`config.mk`:
```
export PLATFORM = sky130hd
export DESIGN_NAME = pht_access_scheduler_flat
export DESIGN_NICKNAME = d
export VERILOG_FILES = /design/src/rtl/pht_access_scheduler_pkg.sv /design/src/rtl/pht_access_scheduler_if.sv /design/src/rtl/pht_access_scheduler_update_fifo.sv /design/src/rtl/pht_access_scheduler.sv /design/src/flat_wrapper.sv
export SDC_FILE = /design/constraint.sdc
export NUM_CORES = 1
export LEC_CHECK = 0
export ABC_AREA = 0
export BUFFER_PORTS_ARGS = -buffer_cell sky130_fd_sc_hd__buf_4
export CAP_MARGIN = 5
export CELL_PAD_IN_SITES_DETAIL_PLACEMENT = 2
export CELL_PAD_IN_SITES_GLOBAL_PLACEMENT = 2
export CORE_UTILIZATION = 49
export CTS_CLUSTER_SIZE = 40
export DETAILED_ROUTE_END_ITERATION = 7
export MAX_ROUTING_LAYER = met4
export PLACE_DENSITY_LB_ADDON = 0.12
export SYNTH_ARGS = -nofsm -noshare
export SYNTH_HDL_FRONTEND = slang
export SYNTH_SLANG_ARGS = --single-unit
```
`constraint.sdc`:
```
create_clock -name clock -period 11.5 [get_ports clock]
set_input_delay 1.725 -clock clock [delete_from_list [all_inputs] [get_ports clock]]
set_output_delay 1.725 -clock clock [all_outputs]
set_load 0.01 [all_outputs]
```
`src/rtl/pht_access_scheduler_pkg.sv`:
```
// Shared branch-predictor types: 2-bit counter encoding, scheduler FSM
// states and the saturating counter update.
package bp_pkg;

  typedef enum logic [1:0] {
    SNT = 2'd0,
    WNT = 2'd1,
    WT  = 2'd2,
    ST  = 2'd3
  } ctr_state_t;

  typedef enum logic [1:0] {
    INIT   = 2'd0,
    RUN    = 2'd1,
    UPD_WR = 2'd2
  } pht_sched_state_t;

  // Move one step towards the resolved direction and saturate at both ends.
  function automatic ctr_state_t sat_next(input ctr_state_t cur, input logic taken);
    ctr_state_t nxt;
    nxt = cur;
    case (cur)
      SNT:     nxt = taken ? WNT : SNT;
      WNT:     nxt = taken ? WT  : SNT;
      WT:      nxt = taken ? ST  : WNT;
      ST:      nxt = taken ? ST  : WT;
      default: nxt = cur;
    endcase
    return nxt;
  endfunction

endpackage

```
`src/rtl/pht_access_scheduler_if.sv`:
```
// Lookup, prediction and update channels of the PHT access scheduler.
// Handshake: a transfer happens on a rising clock edge where valid and ready
// are both high; valid and its payload stay stable until that edge, and
// ready never depends combinationally on valid.
interface pht_access_scheduler_if #(
  parameter int IDX_W = 6
);
  logic             lookup_valid;
  logic [IDX_W-1:0] lookup_idx;
  logic             lookup_ready;
  logic             pred_valid;
  logic             pred_taken;
  logic [1:0]       pred_state;
  logic             update_valid;
  logic [IDX_W-1:0] update_idx;
  logic             update_taken;
  logic             update_ready;
  logic             init_done;

  modport master (
    output lookup_valid, lookup_idx, update_valid, update_idx, update_taken,
    input  lookup_ready, pred_valid, pred_taken, pred_state, update_ready, init_done
  );

  modport slave (
    input  lookup_valid, lookup_idx, update_valid, update_idx, update_taken,
    output lookup_ready, pred_valid, pred_taken, pred_state, update_ready, init_done
  );
endinterface

```
`src/rtl/pht_access_scheduler_update_fifo.sv`:
```
// Synchronous FIFO holding pending {idx, taken} training requests.
// The caller only pushes when not full and only pops when not empty.
module pht_update_fifo #(
  parameter int IDX_W = 6,
  parameter int DEPTH = 4
) (
  input  logic                     clock,
  input  logic                     reset_n,
  input  logic                     push,
  input  logic [IDX_W-1:0]         push_idx,
  input  logic                     push_taken,
  input  logic                     pop,
  output logic [IDX_W-1:0]         head_idx,
  output logic                     head_taken,
  output logic                     full,
  output logic                     empty,
  output logic [$clog2(DEPTH):0]   count
);
  localparam int PTR_W = $clog2(DEPTH);
  localparam int CNT_W = PTR_W + 1;

  logic [IDX_W:0]     mem_q [DEPTH];
  logic [PTR_W-1:0]   wr_ptr_q, wr_ptr_d;
  logic [PTR_W-1:0]   rd_ptr_q, rd_ptr_d;
  logic [CNT_W-1:0]   count_q, count_d;

  assign full  = (count_q == CNT_W'(DEPTH));
  assign empty = (count_q == '0);
  assign count = count_q;
  assign {head_idx, head_taken} = mem_q[rd_ptr_q];

  // Pointer and occupancy next-state; simultaneous push/pop keeps occupancy.
  always_comb begin
    wr_ptr_d = wr_ptr_q;
    rd_ptr_d = rd_ptr_q;
    count_d  = count_q;
    if (push) wr_ptr_d = wr_ptr_q + PTR_W'(1);
    if (pop)  rd_ptr_d = rd_ptr_q + PTR_W'(1);
    case ({push, pop})
      2'b10:   count_d = count_q + CNT_W'(1);
      2'b01:   count_d = count_q - CNT_W'(1);
      default: count_d = count_q;
    endcase
  end

  // Pointer and occupancy registers, cleared by reset.
  always_ff @(posedge clock or negedge reset_n) begin
    if (!reset_n) begin
      wr_ptr_q <= '0;
      rd_ptr_q <= '0;
      count_q  <= '0;
    end else begin
      wr_ptr_q <= wr_ptr_d;
      rd_ptr_q <= rd_ptr_d;
      count_q  <= count_d;
    end
  end

  // Entry storage; contents are don't-care until pushed, so no reset.
  always_ff @(posedge clock) begin
    if (push) mem_q[wr_ptr_q] <= {push_idx, push_taken};
  end

endmodule

```
`src/rtl/pht_access_scheduler.sv`:
```
// PHT of 2-bit counters behind a single access port shared by fetch lookups
// and queued retire-time read-modify-write updates.
module pht_access_scheduler
  import bp_pkg::*;
#(
  parameter int IDX_W      = 6,
  parameter int UPD_DEPTH  = 4,
  parameter int INIT_STATE = 1
) (
  input  logic                        clock,
  input  logic                        reset_n,
  pht_access_scheduler_if.slave       bus,
  output pht_sched_state_t            dbg_state,
  output logic [$clog2(UPD_DEPTH):0]  dbg_q_count
);
  localparam int         ENTRIES  = 1 << IDX_W;
  localparam ctr_state_t INIT_CTR = ctr_state_t'(INIT_STATE[1:0]);

  pht_sched_state_t state_q, state_d;
  logic [IDX_W-1:0] sweep_q, sweep_d;
  logic [IDX_W-1:0] rmw_idx_q, rmw_idx_d;
  logic             rmw_taken_q, rmw_taken_d;
  ctr_state_t       rmw_old_q, rmw_old_d;
  logic             pred_valid_q, pred_valid_d;
  ctr_state_t       pred_state_q, pred_state_d;
  ctr_state_t       pht_q [ENTRIES];

  logic             fifo_push, fifo_pop, fifo_full, fifo_empty;
  logic [IDX_W-1:0] head_idx;
  logic             head_taken;
  logic             mem_we;
  logic [IDX_W-1:0] mem_waddr;
  ctr_state_t       mem_wdata;
  logic             lookup_ready;

  // Update queue readiness uses registered occupancy only.
  assign bus.update_ready = (state_q != INIT) && !fifo_full;
  assign fifo_push        = bus.update_valid && bus.update_ready;
  assign bus.lookup_ready = lookup_ready;
  assign bus.init_done    = (state_q != INIT);
  assign bus.pred_valid   = pred_valid_q;
  assign bus.pred_state   = pred_state_q;
  assign bus.pred_taken   = pred_state_q[1];
  assign dbg_state        = state_q;

  pht_update_fifo #(.IDX_W(IDX_W), .DEPTH(UPD_DEPTH)) u_fifo (
    .clock      (clock),
    .reset_n    (reset_n),
    .push       (fifo_push),
    .push_idx   (bus.update_idx),
    .push_taken (bus.update_taken),
    .pop        (fifo_pop),
    .head_idx   (head_idx),
    .head_taken (head_taken),
    .full       (fifo_full),
    .empty      (fifo_empty),
    .count      (dbg_q_count)
  );

  // Port arbitration: full queue drains first, then lookups, then idle RMW.
  always_comb begin
    state_d      = state_q;
    sweep_d      = sweep_q;
    rmw_idx_d    = rmw_idx_q;
    rmw_taken_d  = rmw_taken_q;
    rmw_old_d    = rmw_old_q;
    pred_valid_d = 1'b0;
    pred_state_d = pred_state_q;
    fifo_pop     = 1'b0;
    mem_we       = 1'b0;
    mem_waddr    = sweep_q;
    mem_wdata    = INIT_CTR;
    lookup_ready = 1'b0;
    case (state_q)
      INIT: begin
        mem_we  = 1'b1;
        sweep_d = sweep_q + IDX_W'(1);
        if (&sweep_q) state_d = RUN;
      end
      RUN: begin
        lookup_ready = !fifo_full;
        if (fifo_full || (!bus.lookup_valid && !fifo_empty)) begin
          fifo_pop    = 1'b1;
          rmw_idx_d   = head_idx;
          rmw_taken_d = head_taken;
          rmw_old_d   = pht_q[head_idx];
          state_d     = UPD_WR;
        end else if (bus.lookup_valid) begin
          pred_valid_d = 1'b1;
          pred_state_d = pht_q[bus.lookup_idx];
        end
      end
      UPD_WR: begin
        mem_we    = 1'b1;
        mem_waddr = rmw_idx_q;
        mem_wdata = sat_next(rmw_old_q, rmw_taken_q);
        state_d   = RUN;
      end
      default: state_d = INIT;
    endcase
  end

  // Control and prediction registers; reset abandons any RMW in flight.
  always_ff @(posedge clock or negedge reset_n) begin
    if (!reset_n) begin
      state_q      <= INIT;
      sweep_q      <= '0;
      rmw_idx_q    <= '0;
      rmw_taken_q  <= 1'b0;
      rmw_old_q    <= SNT;
      pred_valid_q <= 1'b0;
      pred_state_q <= SNT;
    end else begin
      state_q      <= state_d;
      sweep_q      <= sweep_d;
      rmw_idx_q    <= rmw_idx_d;
      rmw_taken_q  <= rmw_taken_d;
      rmw_old_q    <= rmw_old_d;
      pred_valid_q <= pred_valid_d;
      pred_state_q <= pred_state_d;
    end
  end

  // Counter table; the init sweep defines every entry, so no reset.
  always_ff @(posedge clock) begin
    if (mem_we) pht_q[mem_waddr] <= mem_wdata;
  end

endmodule

```
`src/flat_wrapper.sv`:
```
// flat-port wrapper written by rule: the top's interface ports become plain ports
module pht_access_scheduler_flat import bp_pkg::*;
#(
  parameter int IDX_W      = 6,
  parameter int UPD_DEPTH  = 4,
  parameter int INIT_STATE = 1
)
  (clock, reset_n, dbg_state, dbg_q_count, bus_lookup_valid, bus_lookup_idx, bus_update_valid, bus_update_idx, bus_update_taken, bus_lookup_ready, bus_pred_valid, bus_pred_taken, bus_pred_state, bus_update_ready, bus_init_done);
  pht_access_scheduler_if #(.IDX_W(IDX_W)) bus_i ();
  input  logic clock;
  input  logic reset_n;
  output pht_sched_state_t dbg_state;
  output logic [$clog2(UPD_DEPTH):0] dbg_q_count;
  input wire logic [$bits(bus_i.lookup_valid)-1:0] bus_lookup_valid;
  input wire logic [$bits(bus_i.lookup_idx)-1:0] bus_lookup_idx;
  input wire logic [$bits(bus_i.update_valid)-1:0] bus_update_valid;
  input wire logic [$bits(bus_i.update_idx)-1:0] bus_update_idx;
  input wire logic [$bits(bus_i.update_taken)-1:0] bus_update_taken;
  output wire logic [$bits(bus_i.lookup_ready)-1:0] bus_lookup_ready;
  output wire logic [$bits(bus_i.pred_valid)-1:0] bus_pred_valid;
  output wire logic [$bits(bus_i.pred_taken)-1:0] bus_pred_taken;
  output wire logic [$bits(bus_i.pred_state)-1:0] bus_pred_state;
  output wire logic [$bits(bus_i.update_ready)-1:0] bus_update_ready;
  output wire logic [$bits(bus_i.init_done)-1:0] bus_init_done;
  assign bus_i.lookup_valid = bus_lookup_valid;
  assign bus_i.lookup_idx = bus_lookup_idx;
  assign bus_i.update_valid = bus_update_valid;
  assign bus_i.update_idx = bus_update_idx;
  assign bus_i.update_taken = bus_update_taken;
  assign bus_lookup_ready = bus_i.lookup_ready;
  assign bus_pred_valid = bus_i.pred_valid;
  assign bus_pred_taken = bus_i.pred_taken;
  assign bus_pred_state = bus_i.pred_state;
  assign bus_update_ready = bus_i.update_ready;
  assign bus_init_done = bus_i.init_done;
  pht_access_scheduler #(.IDX_W(IDX_W), .UPD_DEPTH(UPD_DEPTH), .INIT_STATE(INIT_STATE)) u_core (.clock(clock), .reset_n(reset_n), .bus(bus_i), .dbg_state(dbg_state), .dbg_q_count(dbg_q_count));
endmodule
```
==> results.ini, run 1 <==
[layout]
drive_gt1_share_pct = 21.1
n_fill_cell = 1563
num-nets-final = 640
finalNonFillerCells = 854
multiInputGateArea_um2 = 3340
design_area_um2 = 9910
seqCellArea_um2 = 5360
post-route-util_pct = 56.5
area_delta_synth_final_pct = 11.3
diodes = 0

[sta]
setup_slack_ns = 7.65
hold_slack_ns = 0.521
tightest_slew_ns = 0.826
tns_ns = 0
setup_viol_count_final = 0
rsz0062_at_grt = false
fin_skew_ns = 0.0125
fmax_ghz = 0.260
fin_crit_ns = 3.85
hold_viol = 0
slew_violations = 0
slew_headroom_pct = 44.9
period_share_pct = 33.5

[logic_synthesis]
yosysTopAreaCellShare_pct = 52.6
synth_edf_count = 156
synth_area_leaders = edfxtp_1 (53%), mux4_2 (13%), dfrtp_1 (7.6%)
syn_area_um2 = 8910
yosysWarnings = 0
synth_top_family_by_area = multiplexers
syn_nets = 621
yosys_register_bits = 183
avgSynthCellArea_um2 = 14.9
synth_cells = 597
synth.largest_area_cell = edfxtp_1
ys_types = 46
synth.most_common_cell = edfxtp_1
yosys.area_share.simple_pct = 8.46
ys_seq_area_share_pct = 60.2
synth_adder_area_share_pct = 1.07
synthMuxAreaShare_pct = 22.5
synth_compound_area_share_pct = 4.14
synth_xor_xnor_area_share_pct = 1.08
synth_ff_type = edfxtp_1
async_reset_ff_share_pct = 14.8
synth_common_cells = edfxtp_1 (156), nor2_1 (75), mux2i_1 (58)

[route]
wl_um = 28300
wl_per_cell_um = 33.2
drt_iter0_drc = 521
post_drt_via_cell_ratio = 6.61
drtPass1Iterations = 5
vias = 5642
ant_nets = 0
drc = 0

[setup_path]
end_kind = flop
path_cells = mux4_2, buf_4, and2b_1, a211oi_1, a2111oi_0, a221oi_1, a31oi_1, a22o_1
cp_max_fo = 50
reg2regPathDepth = 8
slowest_delay_ns = 0.81
reg2reg_to = u_core.rmw_old_q[0]
rrSetupSlack_ns = 7.65
required_ns = 11.89
critPathLaunchType = flop
r2r-start = u_core.u_fifo.rd_ptr_q[0]
critPathKind = flop to flop
cp.arrival_ns = 4.24
cp_slowest_cell = mux4_2

[global_routing]
busiest_layer = met2
grt_overflow = 0
track_usage_pct = 33.7
grt_pass1_wl_um = 41400
grt_util_met3_pct = 8.81
grtUsageMet1_pct = 40.2
grt_max_degree = 65
grt_pass1_vias = 6268
antenna_found_initial = 0
met2_usage_pct = 55.3

[hold_path]
hp-start = u_core.rmw_idx_q[4]
worst_hold_path.num_cells = 1
hp-class = flop to flop
hold_path_end = u_core.rmw_idx_q[4]

[die]
core-area_um2 = 17500
start_util_pct = 50.8
rows = 48
die_w_um = 137
die_y_um = 137
io-pin-count = 29
dieArea_um2 = 18700

[place]
placed_cell_area_um2 = 9290
hpwl_um = 18700
port_buffers = 28
dp.cells = 822
gp_congestion = 0.888
post-place-ws_ns = 7.24

[clock_tree]
cts-root-buf = clkbuf_16
post_cts_buffers = 0
clock_sinks = 183
cts_tree = yes
cts_max_level = 4
cts_buffers = 17
cts_resized = 0
clk_latency_ns = 0.46
clockBufferDepth = 2
path_clk_slew_ns = 0.08
holdBufCountCts = 0

[power]
ir_drop_mv = 0.171
p_leak_nw = 3.38
finalPower_mw = 2.48
pwr_density_cell_nw_per_um2 = 251

[outcome]
status = finished clean

[flow_run]
cap_violations = 0

-- registers in the layout, indices dropped and copies added, names as in the netlist, 3 cells and up --
name and cells:
u_core.pht_q 128, u_core.u_fifo.count 3, u_core.u_fifo.mem_q 28, u_core.sweep_q 6, u_core.rmw_idx_q 6
-- worst max-delay path by stage --
stage | from | end | slack, ns | depth (start not counted)
6_report | u_core.u_fifo.rd_ptr_q[0] | u_core.rmw_old_q[0] | 7.65 | 8
3_5_place_dp | bus_lookup_idx[0] | u_core.bus.pred_state[0] | 7.24 | 5
2_1_floorplan | bus_lookup_idx[0] | u_core.bus.pred_state[0] | 7.53 | 6
5_1_grt | u_core.u_fifo.rd_ptr_q[0] | u_core.rmw_old_q[0] | 7.49 | 7
4_1_cts | u_core.u_fifo.rd_ptr_q[0] | u_core.rmw_old_q[0] | 7.69 | 8
3_3_place_gp | bus_lookup_idx[0] | u_core.bus.pred_state[0] | 7.33 | 5
-- power breakdown --
group / total (mW) / switching [mW] / internal, mW
sequential: 0.930 / 0.102 / 0.828
combinational: 0.940 / 0.608 / 0.332
clock: 0.614 / 0.315 / 0.299
total: 2.48 / 1.03 / 1.46
-- final cells by class --
type | count | area share, %
Inverter | 14 | 0.530
Clock buffer | 17 | 4.29
Multi-Input combinational cell | 367 | 33.7
Timing Repair Buffer | 33 | 2.50
Tap cell | 225 | 2.84
Clock inverter | 15 | 2.01
Sequential cell | 183 | 54.1
-- kinds of logic after synthesis --
logic type / Yosys count
AO/OA/AOI/OAI: 54
buffers and inverters: 47
flip-flops: 183
XOR/XNOR: 11
adder cells (fa/ha/maj): 7
multiplexers: 127
AND/OR/NAND/NOR: 168
-- cell usage in the layout, fill, tap and decap left out, types with 13 or more instances in the layout --
cell       count
edfxtp_1     156
nor2_1        75
mux2i_1       58
mux4_2        51
nand2_1       40
buf_4         33
dfrtp_1       27
clkbuf_16     17
a211oi_1      14
inv_1         13
nor2b_1       13
mux2_2        13
-- worst max-delay path: cells and delay by family (launching register included) --
kind	cells	cell delay, ns
AOI/OAI and AO/OA	5	1.42
muxes	1	0.81
DFF	1	0.72
buffers and inverters	1	0.45
and+or+nand+nor	1	0.33
-- metal layers --
layer / routed length, µm / up-vias
met2: 14600 / 252
met4: 727 / 0
met1: 10900 / 3000
met5: 0 / -
met3: 2070 / 46
li1: - / 2344
Note: power is estimated with default switching activity, not from simulation.
==> run 2, diff against run 1 <==
--- a/config.mk
+++ b/config.mk
@@ -10,7 +10,7 @@
 export CAP_MARGIN = 5
 export CELL_PAD_IN_SITES_DETAIL_PLACEMENT = 2
 export CELL_PAD_IN_SITES_GLOBAL_PLACEMENT = 2
-export CORE_UTILIZATION = 49
+export CORE_UTILIZATION = 46
 export CTS_CLUSTER_SIZE = 40
 export DETAILED_ROUTE_END_ITERATION = 7
 export MAX_ROUTING_LAYER = met4
==> constraint.sdc (replaced) <==
create_clock -name clock -period 3.6 [get_ports clock]
set_input_delay 0.54 -clock clock [delete_from_list [all_inputs] [get_ports clock]]
set_output_delay 0.54 -clock clock [all_outputs]
set_load 0.01 [all_outputs]
==> run 2 against run 1 <==
Against the previous run: final cell count up 5.3%; hold slack worse by 0.50 ns; non-clock buffer count increased by 10; largest power group unchanged; flip-flop and latch count is the same; critical path depth stayed put; register-to-register slack lost 7.3 ns; sequential share of layout area shrank 0.64 points.
==> results.ini, run 2 (synthesis results as in run 1) <==
[outcome]
status = finished clean

[sta]
fmax_ghz = 0.311  ; +20%
setup_slack_ns = 0.387  ; -7.26 ns
fin_crit_ns = 3.21  ; -0.636 ns
period_share_pct = 89.3  ; +56 points
hold_viol = 0  ; unchanged
fin_skew_ns = 0.0139  ; +0.00143 ns
slew_headroom_pct = 46.6  ; +1.7 points
tightest_slew_ns = 0.799  ; -0.0271 ns
tns_ns = 0  ; unchanged
rsz0062_at_grt = false
slew_violations = 0  ; unchanged
setup_viol_count_final = 0  ; unchanged

[layout]
final_common_cell = edfxtp_1
n_fill_cell = 1718  ; +9.9%
diodes = 0  ; unchanged
drive_gt1_share_pct = 22.1  ; +0.92 points
area_delta_synth_final_pct = 12.6
mostFrequentLayoutCells = edfxtp_1 (156), nor2_1 (75), mux2i_1 (58)
top_regs = u_core.pht_q (128), u_core.u_fifo.mem_q (28)
num-nets-final = 650  ; +1.6%
largest_reg_flops = 128  ; unchanged
design_area_um2 = 10000  ; +1.2%
top_register = u_core.pht_q

[place]
gp_congestion = 0.842  ; -5.2%
post-place-ws_ns = 0.483  ; -6.75 ns
placed_cell_area_um2 = 9430  ; +1.5%
hpwl_um = 18500  ; -1.2%
port_buffers = 28  ; unchanged

[route]
drt_iter0_drc = 411  ; -21%
drtPass1Iterations = 5  ; unchanged
drc = 0  ; unchanged
post_drt_via_cell_ratio = 6.24  ; -5.6%
wl_um = 27500  ; -2.8%
vias = 5606  ; -0.64%
wl_per_cell_um = 30.6  ; -7.7%
ant_nets = 0  ; unchanged

[setup_path]
critPathKind = flop to flop
critPathLaunchType = flop
rrSetupSlack_ns = 0.39  ; -7.26 ns
cp.arrival_ns = 3.58  ; -0.66 ns
r2r-start = u_core.u_fifo.rd_ptr_q[0]
end_kind = flop
cp_max_fo = 24  ; -52%
reg2reg_to = u_core.rmw_old_q[0]
reg2regPathDepth = 8  ; unchanged
required_ns = 3.97  ; -7.92 ns

[power]
p_leak_nw = 3.43  ; +1.5%
pwr_density_cell_nw_per_um2 = 798  ; +220%
ir_drop_mv = 0.661  ; +290%

[die]
rows = 50  ; +4.2%
core-area_um2 = 18800  ; +7.4%
io-pin-count = 29  ; unchanged
die_y_um = 141  ; +3.2%
dieArea_um2 = 19900  ; +6.4%
start_util_pct = 47.3  ; -3.5 points
die_w_um = 141  ; +3.2%

[flow_run]
cap_violations = 0  ; unchanged

[global_routing]
grt_pass1_vias = 6110  ; -2.5%
grt_max_degree = 39  ; -40%
antenna_found_initial = 0  ; unchanged
grt_overflow = 0  ; unchanged
track_usage_pct = 30.4  ; -3.3 points
grt_pass1_wl_um = 41000  ; -1.0%

[clock_tree]
clockBufferDepth = 2  ; unchanged
cts_tree = yes
post_cts_buffers = 0  ; unchanged
cts_resized = 0  ; unchanged
path_clk_slew_ns = 0.07  ; about the same
clk_latency_ns = 0.44  ; -0.02 ns
holdBufCountCts = 0  ; unchanged
clock_sinks = 183  ; unchanged
cts-root-buf = clkbuf_16
cts_max_level = 4  ; unchanged
cts_buffers = 17  ; unchanged

[hold_path]
hp-class = input port to async pin

-- run 2: cell types whose count changed in the layout (fill, tap and decap cells not counted), sizes merged --
| cell | before | now |
|---|---|---|
| bufinv | 0 | 3 |
| clkinv | 7 | 5 |
| clkbuf | 17 | 19 |
| inv | 22 | 19 |
| buf | 33 | 43 |
-- run 2: worst max path at each step --
stage | startpoint | end | slack [ns]
floorplan | u_core.dbg_state[0] | u_core.pht_q[0][1] | 0.47
global placement | bus_lookup_idx[0] | u_core.bus.pred_state[1] | 0.58
detailed placement | u_core.u_fifo.rd_ptr_q[0] | u_core.rmw_old_q[1] | 0.48
CTS | u_core.u_fifo.rd_ptr_q[0] | u_core.rmw_old_q[0] | 0.43
global route | u_core.u_fifo.rd_ptr_q[0] | u_core.rmw_old_q[1] | 0.21
finish | u_core.u_fifo.rd_ptr_q[0] | u_core.rmw_old_q[0] | 0.39
-- run 2: per-stage QoR --
| stage | instances | hold slack [ns] | total power, mW | utilization [%] |
|---|---|---|---|---|
| 6_report | 899 | 0.0166 | 8.01 | 53.3 |
| 5_1_grt | 899 | 0.0239 | 8.30 | 53.3 |
| 3_3_place_gp | 867 | 0.491 | 5.80 | 50.1 |
| 3_5_place_dp | 867 | 0.492 | 5.99 | 50.1 |
| 4_1_cts | 899 | 0.0189 | 8.01 | 53.3 |
| 2_1_floorplan | 597 | 0.244 | 4.85 | - |
-- run 2: report_power, final --
group          total (mW)  internal, mW  leakage [nW]  switching, mW
clock                1.95          1.10         0.297          0.851
combinational        3.11          1.13          1.46           1.98
sequential           2.95          2.64          1.67          0.303
total                8.01          4.87          3.43           3.13
-- run 2: area by class of cell --
type / instances / area (µm²) / share of cell area [%]
inverters: 14 / 52.6 / 0.524
multi-input cells: 367 / 3340 / 33.3
clock buffers: 19 / 433 / 4.32
repair buffers: 43 / 348 / 3.47
clock inverters: 13 / 166 / 1.66
flip-flops and latches: 183 / 5360 / 53.4
well taps: 260 / 325 / 3.24
-- run 2: critical path: stages, from the launching register on --
cell	delay, ns
dfrtp_1	0.54
mux4_2	0.88
buf_4	0.35
nor2b_1	0.14
a211oi_1	0.06
a21oi_1	0.25
o22ai_1	0.14
o32ai_1	0.53
a22o_1	0.23
-- run 2: per-layer routing --
layer | vias up | share of wire [%] | track usage, %
li1 | 2361 | - | -
met2 | 175 | 50 | 49.4
met3 | 55 | 4.3 | 5.10
met4 | 0 | 3.3 | 12.3
met5 | - | 0 | -
met1 | 3015 | 42 | 38.1
